### config.mk
export PLATFORM = sky130hd
export DESIGN_NAME = ysyx_210184_wb_pipe_flat
export DESIGN_NICKNAME = d
export VERILOG_FILES = /design/src/rtl/ysyx_210184_wb_pipe_pkg.sv /design/src/rtl/ysyx_210184_wb_pipe_if.sv /design/src/rtl/ysyx_210184_wb_pipe_load_align.sv /design/src/rtl/ysyx_210184_wb_pipe.sv /design/src/flat_wrapper.sv
export SDC_FILE = /design/constraint.sdc
export NUM_CORES = 1
export LEC_CHECK = 0
export CELL_PAD_IN_SITES_DETAIL_PLACEMENT = 0
export CELL_PAD_IN_SITES_GLOBAL_PLACEMENT = 2
export CORE_MARGIN = 4
export CORE_UTILIZATION = 31
export DETAILED_ROUTE_END_ITERATION = 7
export GPL_ROUTABILITY_DRIVEN = 0
export GPL_TIMING_DRIVEN = 0
export PLACE_DENSITY_LB_ADDON = 0.1
export SYNTH_ARGS = -nofsm -noshare
export SYNTH_HDL_FRONTEND = slang
export SYNTH_SLANG_ARGS = --single-unit
### constraint.sdc
create_clock -name clk -period 4.8 [get_ports clk]
set_clock_uncertainty 0.05 [all_clocks]
set_input_delay 1.2 -clock clk [delete_from_list [all_inputs] [get_ports clk]]
set_output_delay 1.2 -clock clk [all_outputs]
set_load 0.01 [all_outputs]
### src/rtl/ysyx_210184_wb_pipe_pkg.sv
// ---------------------------------------------------------------------------
// ysyx_210184_wb_pipe_pkg
// Shared definitions for the write-back pipeline slice: the default register
// bus width, the load size / sign encodings carried on load_bytes, the FSM
// state encoding and the byte-offset width derivation.
// No ports (package).
// ---------------------------------------------------------------------------
package ysyx_210184_wb_pipe_pkg;

    // Default architectural register width.
    localparam int REG_BUS = 64;

    // load_bytes[1:0] size field.
    typedef enum logic [1:0] {
        SIZE_B = 2'b00,
        SIZE_H = 2'b01,
        SIZE_W = 2'b10,
        SIZE_D = 2'b11
    } load_size_e;

    // load_bytes[2]: 1 selects zero-fill, 0 selects sign extension.
    localparam int LOAD_UNSIGNED_BIT = 2;

    typedef enum logic {
        ST_IDLE  = 1'b0,
        ST_MERGE = 1'b1
    } wb_state_e;

    // Width of the byte offset inside one XLEN-wide memory beat.
    function automatic int offw_of(input int xlen);
        return $clog2(xlen / 8);
    endfunction

endpackage

### src/rtl/ysyx_210184_wb_pipe_if.sv
// ---------------------------------------------------------------------------
// ysyx_210184_wb_pipe_if
// Bundles the MEM-stage to write-back signals.
//   master : MEM stage side (drives instruction, memory beats, flush)
//   slave  : write-back block side (drives in_ready, result, strobe, busy)
// Parameters: XLEN register width, RIDX register-index width.
// ---------------------------------------------------------------------------
interface ysyx_210184_wb_pipe_if #(
    parameter int XLEN = 64,
    parameter int RIDX = 5
);
    import ysyx_210184_wb_pipe_pkg::*;

    localparam int OFFW = offw_of(XLEN);

    logic            in_valid;
    logic            in_ready;
    logic            flush;
    logic [XLEN-1:0] wb_data;
    logic            beat2_valid;
    logic [XLEN-1:0] wb_data_hi;
    logic [XLEN-1:0] result_ALU;
    logic [XLEN-1:0] pc_plus_4_i;
    logic            load_ena_i;
    logic            is_misalign_i;
    logic [2:0]      load_bytes_i;
    logic [OFFW-1:0] addr_lo_i;
    logic [RIDX-1:0] rd;
    logic            w_rd_ena;
    logic            is_jal_i;
    logic            is_jalr_i;
    logic [XLEN-1:0] wb_data_o;
    logic [RIDX-1:0] rd_o;
    logic            w_ena_o;
    logic            busy_o;

    modport master (
        output in_valid, flush, wb_data, beat2_valid, wb_data_hi, result_ALU,
               pc_plus_4_i, load_ena_i, is_misalign_i, load_bytes_i, addr_lo_i,
               rd, w_rd_ena, is_jal_i, is_jalr_i,
        input  in_ready, wb_data_o, rd_o, w_ena_o, busy_o
    );

    modport slave (
        input  in_valid, flush, wb_data, beat2_valid, wb_data_hi, result_ALU,
               pc_plus_4_i, load_ena_i, is_misalign_i, load_bytes_i, addr_lo_i,
               rd, w_rd_ena, is_jal_i, is_jalr_i,
        output in_ready, wb_data_o, rd_o, w_ena_o, busy_o
    );

endinterface

### src/rtl/ysyx_210184_wb_pipe_load_align.sv
// ---------------------------------------------------------------------------
// ysyx_210184_load_align
// Combinational load alignment and extension.
//   src_lo     in  XLEN  low memory beat
//   src_hi     in  XLEN  high memory beat (zero for single-beat loads)
//   addr_lo    in  OFFW  byte offset of the load inside the low beat
//   load_bytes in  3     [1:0] size, [2] unsigned
//   load_val   out XLEN  aligned, sized and extended load value
// ---------------------------------------------------------------------------
module ysyx_210184_load_align
    import ysyx_210184_wb_pipe_pkg::*;
#(
    parameter  int XLEN = REG_BUS,
    localparam int OFFW = offw_of(XLEN)
) (
    input  logic [XLEN-1:0] src_lo,
    input  logic [XLEN-1:0] src_hi,
    input  logic [OFFW-1:0] addr_lo,
    input  logic [2:0]      load_bytes,
    output logic [XLEN-1:0] load_val
);

    logic [2*XLEN-1:0] src;
    logic [OFFW+2:0]   shamt;
    logic [XLEN-1:0]   raw;
    logic [XLEN-1:0]   keep_mask;
    logic              sign_bit;
    logic              fill;
    load_size_e        size;

    // Two-beat window shifted down by the byte offset; only the low XLEN
    // bits can ever belong to the loaded value.
    assign src   = {src_hi, src_lo};
    assign shamt = {addr_lo, 3'b000};
    assign raw   = XLEN'(src >> shamt);

    always_comb begin
        size      = load_size_e'(load_bytes[1:0]);
        keep_mask = '1;
        sign_bit  = raw[XLEN-1];

        // A 32-bit core has no doubleword; a D load behaves as a W load.
        if (XLEN == 32 && size == SIZE_D) begin
            size = SIZE_W;
        end

        case (size)
            SIZE_B: begin
                keep_mask = XLEN'(8'hFF);
                sign_bit  = raw[7];
            end
            SIZE_H: begin
                keep_mask = XLEN'(16'hFFFF);
                sign_bit  = raw[15];
            end
            SIZE_W: begin
                keep_mask = XLEN'(32'hFFFF_FFFF);
                sign_bit  = raw[31];
            end
            default: begin
                keep_mask = '1;
                sign_bit  = raw[XLEN-1];
            end
        endcase

        fill     = ~load_bytes[LOAD_UNSIGNED_BIT] & sign_bit;
        load_val = (raw & keep_mask) | (fill ? ~keep_mask : '0);
    end

endmodule

### src/rtl/ysyx_210184_wb_pipe.sv
// ---------------------------------------------------------------------------
// ysyx_210184_wb_pipe
// Write-back stage: selects the write-back value (link, load or ALU result),
// merges loads that straddle two memory beats, and registers the register
// file write (one-cycle strobe).
//   clk  in  1  clock, rising edge
//   rst  in  1  asynchronous active-low reset
//   bus  slave modport of ysyx_210184_wb_pipe_if (handshake, operands,
//        memory beats, flush, registered results, busy)
// ---------------------------------------------------------------------------
module ysyx_210184_wb_pipe
    import ysyx_210184_wb_pipe_pkg::*;
#(
    parameter int XLEN = REG_BUS,
    parameter int RIDX = 5
) (
    input  logic                  clk,
    input  logic                  rst,
    ysyx_210184_wb_pipe_if.slave  bus
);

    localparam int OFFW = offw_of(XLEN);

    wb_state_e       state_q, state_d;
    logic [XLEN-1:0] lo_beat_q, lo_beat_d;
    logic [2:0]      bytes_q, bytes_d;
    logic [OFFW-1:0] addr_q, addr_d;
    logic [RIDX-1:0] rd_cap_q, rd_cap_d;
    logic            wrd_cap_q, wrd_cap_d;
    logic [XLEN-1:0] wb_data_q, wb_data_d;
    logic [RIDX-1:0] rd_q, rd_d;
    logic            w_ena_q, w_ena_d;

    logic            merging;
    logic [XLEN-1:0] align_lo;
    logic [XLEN-1:0] align_hi;
    logic [OFFW-1:0] align_addr;
    logic [2:0]      align_bytes;
    logic [XLEN-1:0] load_val;
    logic [XLEN-1:0] idle_result;

    assign merging = (state_q == ST_MERGE);

    // The aligner sees the live instruction in IDLE and the captured low beat
    // plus the arriving high beat while merging.
    always_comb begin
        align_lo    = bus.wb_data;
        align_hi    = '0;
        align_addr  = bus.addr_lo_i;
        align_bytes = bus.load_bytes_i;
        if (merging) begin
            align_lo    = lo_beat_q;
            align_hi    = bus.wb_data_hi;
            align_addr  = addr_q;
            align_bytes = bytes_q;
        end
    end

    ysyx_210184_load_align #(.XLEN(XLEN)) u_load_align (
        .src_lo     (align_lo),
        .src_hi     (align_hi),
        .addr_lo    (align_addr),
        .load_bytes (align_bytes),
        .load_val   (load_val)
    );

    // Jumps write the link value even if decode also flagged a load.
    always_comb begin
        idle_result = bus.result_ALU;
        if (bus.is_jal_i || bus.is_jalr_i) begin
            idle_result = bus.pc_plus_4_i;
        end else if (bus.load_ena_i) begin
            idle_result = load_val;
        end
    end

    // Result registers only move when a write is actually issued, so they
    // keep the last written value otherwise. Flush wins over everything.
    always_comb begin
        state_d   = state_q;
        lo_beat_d = lo_beat_q;
        bytes_d   = bytes_q;
        addr_d    = addr_q;
        rd_cap_d  = rd_cap_q;
        wrd_cap_d = wrd_cap_q;
        wb_data_d = wb_data_q;
        rd_d      = rd_q;
        w_ena_d   = 1'b0;

        if (bus.flush) begin
            state_d = ST_IDLE;
        end else begin
            case (state_q)
                ST_IDLE: begin
                    if (bus.in_valid) begin
                        if (bus.load_ena_i && bus.is_misalign_i) begin
                            lo_beat_d = bus.wb_data;
                            bytes_d   = bus.load_bytes_i;
                            addr_d    = bus.addr_lo_i;
                            rd_cap_d  = bus.rd;
                            wrd_cap_d = bus.w_rd_ena;
                            state_d   = ST_MERGE;
                        end else if (bus.w_rd_ena && (bus.rd != '0)) begin
                            w_ena_d   = 1'b1;
                            wb_data_d = idle_result;
                            rd_d      = bus.rd;
                        end
                    end
                end
                ST_MERGE: begin
                    if (bus.beat2_valid) begin
                        state_d = ST_IDLE;
                        if (wrd_cap_q && (rd_cap_q != '0)) begin
                            w_ena_d   = 1'b1;
                            wb_data_d = load_val;
                            rd_d      = rd_cap_q;
                        end
                    end
                end
                default: begin
                    state_d = ST_IDLE;
                end
            endcase
        end
    end

    // State, captured merge context and output registers.
    always_ff @(posedge clk or negedge rst) begin
        if (!rst) begin
            state_q   <= ST_IDLE;
            lo_beat_q <= '0;
            bytes_q   <= '0;
            addr_q    <= '0;
            rd_cap_q  <= '0;
            wrd_cap_q <= 1'b0;
            wb_data_q <= '0;
            rd_q      <= '0;
            w_ena_q   <= 1'b0;
        end else begin
            state_q   <= state_d;
            lo_beat_q <= lo_beat_d;
            bytes_q   <= bytes_d;
            addr_q    <= addr_d;
            rd_cap_q  <= rd_cap_d;
            wrd_cap_q <= wrd_cap_d;
            wb_data_q <= wb_data_d;
            rd_q      <= rd_d;
            w_ena_q   <= w_ena_d;
        end
    end

    assign bus.in_ready  = ~merging;
    assign bus.busy_o    = merging;
    assign bus.wb_data_o = wb_data_q;
    assign bus.rd_o      = rd_q;
    assign bus.w_ena_o   = w_ena_q;

endmodule

### src/flat_wrapper.sv
// flat-port wrapper written by rule: the top's interface ports become plain ports
module ysyx_210184_wb_pipe_flat import ysyx_210184_wb_pipe_pkg::*;
#(
    parameter int XLEN = REG_BUS,
    parameter int RIDX = 5
)
  (clk, rst, bus_in_valid, bus_flush, bus_wb_data, bus_beat2_valid, bus_wb_data_hi, bus_result_ALU, bus_pc_plus_4_i, bus_load_ena_i, bus_is_misalign_i, bus_load_bytes_i, bus_addr_lo_i, bus_rd, bus_w_rd_ena, bus_is_jal_i, bus_is_jalr_i, bus_in_ready, bus_wb_data_o, bus_rd_o, bus_w_ena_o, bus_busy_o);
  ysyx_210184_wb_pipe_if #(.XLEN(XLEN), .RIDX(RIDX)) bus_i ();
  input  logic clk;
  input  logic rst;
  input wire logic [$bits(bus_i.in_valid)-1:0] bus_in_valid;
  input wire logic [$bits(bus_i.flush)-1:0] bus_flush;
  input wire logic [$bits(bus_i.wb_data)-1:0] bus_wb_data;
  input wire logic [$bits(bus_i.beat2_valid)-1:0] bus_beat2_valid;
  input wire logic [$bits(bus_i.wb_data_hi)-1:0] bus_wb_data_hi;
  input wire logic [$bits(bus_i.result_ALU)-1:0] bus_result_ALU;
  input wire logic [$bits(bus_i.pc_plus_4_i)-1:0] bus_pc_plus_4_i;
  input wire logic [$bits(bus_i.load_ena_i)-1:0] bus_load_ena_i;
  input wire logic [$bits(bus_i.is_misalign_i)-1:0] bus_is_misalign_i;
  input wire logic [$bits(bus_i.load_bytes_i)-1:0] bus_load_bytes_i;
  input wire logic [$bits(bus_i.addr_lo_i)-1:0] bus_addr_lo_i;
  input wire logic [$bits(bus_i.rd)-1:0] bus_rd;
  input wire logic [$bits(bus_i.w_rd_ena)-1:0] bus_w_rd_ena;
  input wire logic [$bits(bus_i.is_jal_i)-1:0] bus_is_jal_i;
  input wire logic [$bits(bus_i.is_jalr_i)-1:0] bus_is_jalr_i;
  output wire logic [$bits(bus_i.in_ready)-1:0] bus_in_ready;
  output wire logic [$bits(bus_i.wb_data_o)-1:0] bus_wb_data_o;
  output wire logic [$bits(bus_i.rd_o)-1:0] bus_rd_o;
  output wire logic [$bits(bus_i.w_ena_o)-1:0] bus_w_ena_o;
  output wire logic [$bits(bus_i.busy_o)-1:0] bus_busy_o;
  assign bus_i.in_valid = bus_in_valid;
  assign bus_i.flush = bus_flush;
  assign bus_i.wb_data = bus_wb_data;
  assign bus_i.beat2_valid = bus_beat2_valid;
  assign bus_i.wb_data_hi = bus_wb_data_hi;
  assign bus_i.result_ALU = bus_result_ALU;
  assign bus_i.pc_plus_4_i = bus_pc_plus_4_i;
  assign bus_i.load_ena_i = bus_load_ena_i;
  assign bus_i.is_misalign_i = bus_is_misalign_i;
  assign bus_i.load_bytes_i = bus_load_bytes_i;
  assign bus_i.addr_lo_i = bus_addr_lo_i;
  assign bus_i.rd = bus_rd;
  assign bus_i.w_rd_ena = bus_w_rd_ena;
  assign bus_i.is_jal_i = bus_is_jal_i;
  assign bus_i.is_jalr_i = bus_is_jalr_i;
  assign bus_in_ready = bus_i.in_ready;
  assign bus_wb_data_o = bus_i.wb_data_o;
  assign bus_rd_o = bus_i.rd_o;
  assign bus_w_ena_o = bus_i.w_ena_o;
  assign bus_busy_o = bus_i.busy_o;
  ysyx_210184_wb_pipe #(.XLEN(XLEN), .RIDX(RIDX)) u_core (.clk(clk), .rst(rst), .bus(bus_i));
endmodule
; ---- After elaboration in Yosys (flattened, before gate mapping)
; Index checks and enable logic that the tools add are counted.
[word_totals]
word_cells = 66
output_inout_bits = 72
register_bits = 147
[classes]
reduce_logical = 9
n_eq_ne = 7
bitwise_logic = 7
n_mux = 33
shift = 1
[ops]
columns = operator, n
row1 = two-way mux 64 bit, 10
row2 = one-hot mux 64 bit (3 select lines), 1
row3 = one-hot mux 64 bit (2 select lines), 1
row4 = >> shifter 128 x 6 -> 64 bit, 1
row5 = AND 64 bit, 1
row6 = NOT 64 bit, 1
row7 = OR 64 bit, 1
row8 = two-way mux 5 bit, 5
row9 = two-way mux 1 bit, 10
row10 = one-hot mux 5 bit (2 select lines), 1
row11 = nonzero test 5 bit, 2
row12 = inequality test 2 bit (second input constant), 4
row13 = two-way mux 3 bit, 2
row14 = AND reduction 6 bit, 1
row15 = one-hot mux 1 bit (2 select lines), 2
row16 = AND reduction 4 bit, 1
row17 = logical AND 1 bit, 3
row18 = NOT 1 bit, 3
row19 = one-hot mux 1 bit (3 select lines), 1
row20 = equality test 2 x 1 -> 1 bit (second input constant), 1
row21 = equality test 2 bit (second input constant), 1
row22 = logical NOT 2 bit, 1
row23 = inequality test 2 x 1 -> 1 bit (second input constant), 1
row24 = AND 1 bit, 1
row25 = logical OR 1 bit, 1

; ---- Longest topological paths before layout
[logic_depth]
word_depth = 12
mapped_depth = 12

; ---- Modules after synthesis
; A second synthesis with hierarchy kept.
[unflattened]
cells_unflattened = 1096
hier_area_um2 = 11738.8
[modules_own_cells]
columns = mod, instances, cells_each, seq_area_each_um2, area_each_um2
row1 = ysyx_210184_wb_pipe, 1, 698, 3678.5, 8031.5
row2 = ysyx_210184_load_align, 1, 398, 0.0, 3707.3

; ---- Least setup slack after synthesis
; No wires, ideal clock.
[synth_timing]
path_type = in2reg
startpoint = input port bus_addr_lo_i[0]
endpoint = register u_core.wb_data_q[14] (netlist: u_core.bus.wb_data_o[14])
path_buffers = 3
setup_ns = 0.121
required_time_ns = 4.629
slack_ns = 1.644
t_arrival_ns = 2.985
stages = 9
path_cell_list = buf_2 buf_4 buf_2 mux2_2 mux2_2 a21oi_1 o21ai_0 a211o_1 a22o_1
[synth_between]
elab_chain_cells = 12
word_cells_on_any_way = 15
[synth_lines]
columns = element, line_no
row1 = from (decl), flat_wrapper.sv:21  ; input wire logic [$bits(bus_i.addr_lo_i)-1:0] bus_addr_lo_i;
row2 = two-way mux 3 bit *, ysyx_210184_wb_pipe.sv:51  ; if (merging) begin
row3 = >> shifter 128 x 6 -> 64 bit *, ysyx_210184_wb_pipe_load_align.sv:35  ; assign raw = XLEN'(src >> shamt);
row4 = one-hot mux 1 bit (3 select lines), ysyx_210184_wb_pipe_load_align.sv:47  ; case (size)
row5 = AND 1 bit, ysyx_210184_wb_pipe_load_align.sv:66  ; fill = ~load_bytes[LOAD_UNSIGNED_BIT] & sign_bit;
row6 = two-way mux 64 bit, ysyx_210184_wb_pipe_load_align.sv:67  ; load_val = (raw & keep_mask) | (fill ? ~keep_mask : '0);
row7 = OR 64 bit *, ysyx_210184_wb_pipe_load_align.sv:67
row8 = two-way mux 64 bit, ysyx_210184_wb_pipe.sv:72  ; end else if (bus.load_ena_i) begin
row9 = two-way mux 64 bit, ysyx_210184_wb_pipe.sv:70  ; if (bus.is_jal_i || bus.is_jalr_i) begin
row10 = two-way mux 64 bit, ysyx_210184_wb_pipe.sv:103  ; end else if (bus.w_rd_ena && (bus.rd != '0)) begin
row11 = two-way mux 64 bit, ysyx_210184_wb_pipe.sv:96  ; if (bus.load_ena_i && bus.is_misalign_i) begin
row12 = two-way mux 64 bit, ysyx_210184_wb_pipe.sv:95  ; if (bus.in_valid) begin
row13 = one-hot mux 64 bit (2 select lines) *, ysyx_210184_wb_pipe.sv:93  ; case (state_q)
row14 = to (signal assigned), ysyx_210184_wb_pipe.sv:146  ; wb_data_q <= wb_data_d;
row15 = to (decl), ysyx_210184_wb_pipe.sv:30  ; logic [XLEN-1:0] wb_data_q, wb_data_d;
; Every way passes the cells marked *; elsewhere a longest branch is shown, timed or not. The select of a mux whose other input is x is not followed.
; A chain may end at the register's enable or synchronous reset.

; ---- Worst setup path after layout
[layout_timing]
startpoint = register u_core.state_q (netlist: u_core.bus.busy_o)
endpoint = output port bus_in_ready
[layout_between]
elab_chain_cells = 1
[layout_lines]
columns = element, line_no
row1 = from (decl), ysyx_210184_wb_pipe.sv:24  ; wb_state_e state_q, state_d;
row2 = from (signal assigned), ysyx_210184_wb_pipe.sv:140  ; state_q <= state_d;
row3 = NOT 1 bit, ysyx_210184_wb_pipe.sv:152  ; assign bus.in_ready = ~merging;
row4 = to (decl), flat_wrapper.sv:26  ; output wire logic [$bits(bus_i.in_ready)-1:0] bus_in_ready;
; No other way between the ends.

==> results.yml <==
run_status:
  status: "completed"
clock_tree:
  cts_tree: "built"
  clock-sinks: 147
  postCtsSetupBuffers: 0
  clock_latency_ns: 0.47
  cts_resized: 0
  clock_tree.root_cell: "clkbuf_16"
  cts_made_buffers: 17
  clk_path_buf_depth: 2
  path_clk_slew_ns: 0.07
  ctsHoldBuffers: 0
  htreeDepth: 4
timing:
  final-hold-violation-count: 0
  setup_viol: 0
  finalCritPeriodShare_pct: 89.7
  grt_setup_unrepaired: "no"
  maxSlewHeadroom_pct: 33.8
  drv_slew: 0
  tightest_slew_ns: 0.994
  layout_min_cycle_time_ns: 4.30
  fmax_mhz: 232
synth:
  syn-num-nets: 1613
  ys_seq_elements: 147
  synthFlopType: "dfrtp_1"
  syn_area_per_cell_um2: 9.13
  syn_area_um2: 12200
  synth-edff-count: 0
  netlist_instances: 1336
  synth_cell_types: 63
  async_reset_ff_share_pct: 100
  yosys_warnings: 0
  ys_seq_area_share_pct: 30.1
power_and_ir_drop:
  power_leakage_nw: 6.53
  powerDensity_nw_per_um2: 343
  total_power_mw: 5.80
  ir_drop_mv: 0.277
critical_path:
  crit_chain: "buf_2 > buf_2 > inv_1 > buf_2 > buf_2 > clkdlybuf4s50_1"
  critPathRequiredTime_ns: 3.55
  critPathCaptureType: "primary output"
  worst_path_max_delay_cell: "clkdlybuf4s50_1"
  cp-start-kind: "register"
  r2r_setup_slack_ns: 0.92
  crit_type: "register to primary output"
  crit_family: "buffers and inverters"
  critPathBufInv: 6
  cp_max_fo: 19
  crit_path_frequent_cell: "buf_2"
  critical_path_arrival_ns: 3.05
  critPathMaxStageDelay_ns: 0.66
floorplanning:
  core_um2: 38700
  start_util_pct: 31.5
  die_y_um: 206
  io_pins: 349
  die_width_um: 206
  num_rows: 72
  dieArea_um2: 42600
placement:
  io_buffers: 336
  hpwl_um: 59100
  placed_cells: 2191
routing:
  num_vias: 13700
  ant_nets: 0
  wl_per_cell_um: 32.8
  vias_per_cell: 6.18
  drtIter0Drc: 1491
  drc_errors: 0
  dr.pass1.iters: 5
  wirelength_um: 73000
grt:
  grt.met2_usage_pct: 51.5
  grt_busiest_layer: "met2"
  grtUsageTotal_pct: 33.2
  grt_pass1_wl_um: 101000
  met1_usage_pct: 46.4
  use_met3_pct: 5.19
  antenna_found_initial: 5
  grt.overflow.total: 0
  grt_pass1_vias: 13500
  grt_max_degree: 102
hold_path:
  min_path_type: "register to register"
finish:
  layout.cells.non_filler: 2225
  fillCellCount: 3901
  utilization_pct: 43.6
  syn_to_final_growth_pct: 38.5
  nets: 1968
  drive_gt1_share_pct: 16.8
job:
  cap_violations: 0
synth_stat cells (all sizes together), types with 5 or more instances:
master	n	area share, %
o21ai	69	2.8
a22o	14	1.0
a211o	5	0.36
nand4	9	0.46
a31oi	78	4.0
o221ai	5	0.36
dfrtp	147	30
nor3b	10	0.62
inv	6	0.18
a221oi	27	1.9
mux4	48	8.9
o22ai	15	0.77
mux2i	88	7.2
and2	11	0.56
or3	5	0.26
a21o	6	0.37
o311ai	5	0.42
nor3	9	0.41
nand3	13	0.53
nand2	186	5.7
nor2	45	1.4
a211oi	25	1.6
buf	68	3.2
clkbuf	64	2.0
a221o	6	0.49
mux2	136	13
a2111oi	5	0.36
a32oi	9	0.65
a21oi	155	6.4
nor2b	17	0.87
cell type report:
type                            count  area (um^2)  area share [%]
Antenna cell                        3         7.51          0.0444
Buffer                            131          628            3.72
Clock buffer                       18          429            2.54
Clock inverter                     14          225            1.33
Inverter                            6         22.5           0.133
Multi-Input combinational cell   1051         7870            46.6
Sequential cell                   147         3680            21.8
Tap cell                          518          648            3.83
Timing Repair Buffer              337         3400            20.1
cells by family after synthesis:
kind of cell	Yosys count	share of synthesized area, %
AOI/OAI and AO/OA	454	23.8
DFF	147	30.1
muxes	272	28.7
and+or+nand+nor	325	12.1
buffers and inverters	138	5.36
worst reg2reg max path, stage by stage, from the launching register on:
cell and delay, ns:
dfrtp_1 0.40, buf_2 0.18, buf_2 0.22, inv_1 0.19
buf_2 0.36, buf_2 0.57, clkbuf_1 0.75, nand2_1 0.48
o21ai_0 0.26, a21oi_1 0.12, o22a_1 0.19
worst paths after layout:
check	to	start	cells past startpoint
worst max-delay path	bus_in_ready	u_core.bus.busy_o	6
worst min-delay path	u_core.bus.wb_data_o[7]	u_core.bus.wb_data_o[7]	2
worst max register to register	u_core.bus.wb_data_o[3]	u_core.bus.busy_o	10
worst min register to register	u_core.bus.wb_data_o[7]	u_core.bus.wb_data_o[7]	2
max in group asynchronous	u_core.lo_beat_q[13]	rst	2
min in group asynchronous	u_core.bus.rd_o[0]	rst	1
flip-flops by register name, summed over array words and instances, names as in the netlist:
name                  count
u_core.bus.busy_o         1
u_core.bytes_q            3
u_core.bus.w_ena_o        1
u_core.lo_beat_q         64
u_core.bus.rd_o           5
u_core.wrd_cap_q          1
u_core.bus.wb_data_o     64
u_core.addr_q             3
u_core.rd_cap_q           5
report_power, final:
group          internal, mW  switching, mW
registers              1.54          0.238
logic                  1.18           1.28
clock network         0.931          0.632
total                  3.65           2.15
stage by stage:
stage | setup slack [ns] | instance area (um^2) | hold WS [ns] | TNS (ns)
after floorplan | 1.64 | 12200 | 0.426 | 0
after global routing | 0.457 | 16900 | 0.450 | 0
after detailed placement | 0.173 | 16200 | 0.409 | 0
after global placement | -4.35 | 16200 | 0.409 | -634.57
final | 0.496 | 16900 | 0.425 | 0
after CTS | 0.559 | 16900 | 0.423 | 0
cells in the final DEF (no fill, tap or decap), drive strengths merged, types with 13 or more instances in the layout:
cell type      Yosys  layout
a31oi             78      78
o22ai             15      15
nor2              45      45
mux4              48      48
nand2            186     186
clkdlybuf4s50      0     335
dfrtp            147     147
a221oi            27      27
mux2             136     136
o21ai             69      69
nand3             13      13
a22o              14      14
a211oi            25      25
nor2b             17      17
clkbuf            64      81
mux2i             88      88
a21oi            155     155
buf               68      70
metal layers:
| metal | share of wire, % | wire length [um] | vias up |
|---|---|---|---|
| met3 | 8.7 | 6320 | 148 |
| li1 | - | - | 5854 |
| met2 | 45 | 32900 | 847 |
| met4 | 4.1 | 3000 | 2 |
| met5 | 0.019 | 14 | - |
| met1 | 42 | 30800 | 6894 |
(Power assumes the default switching activity.)
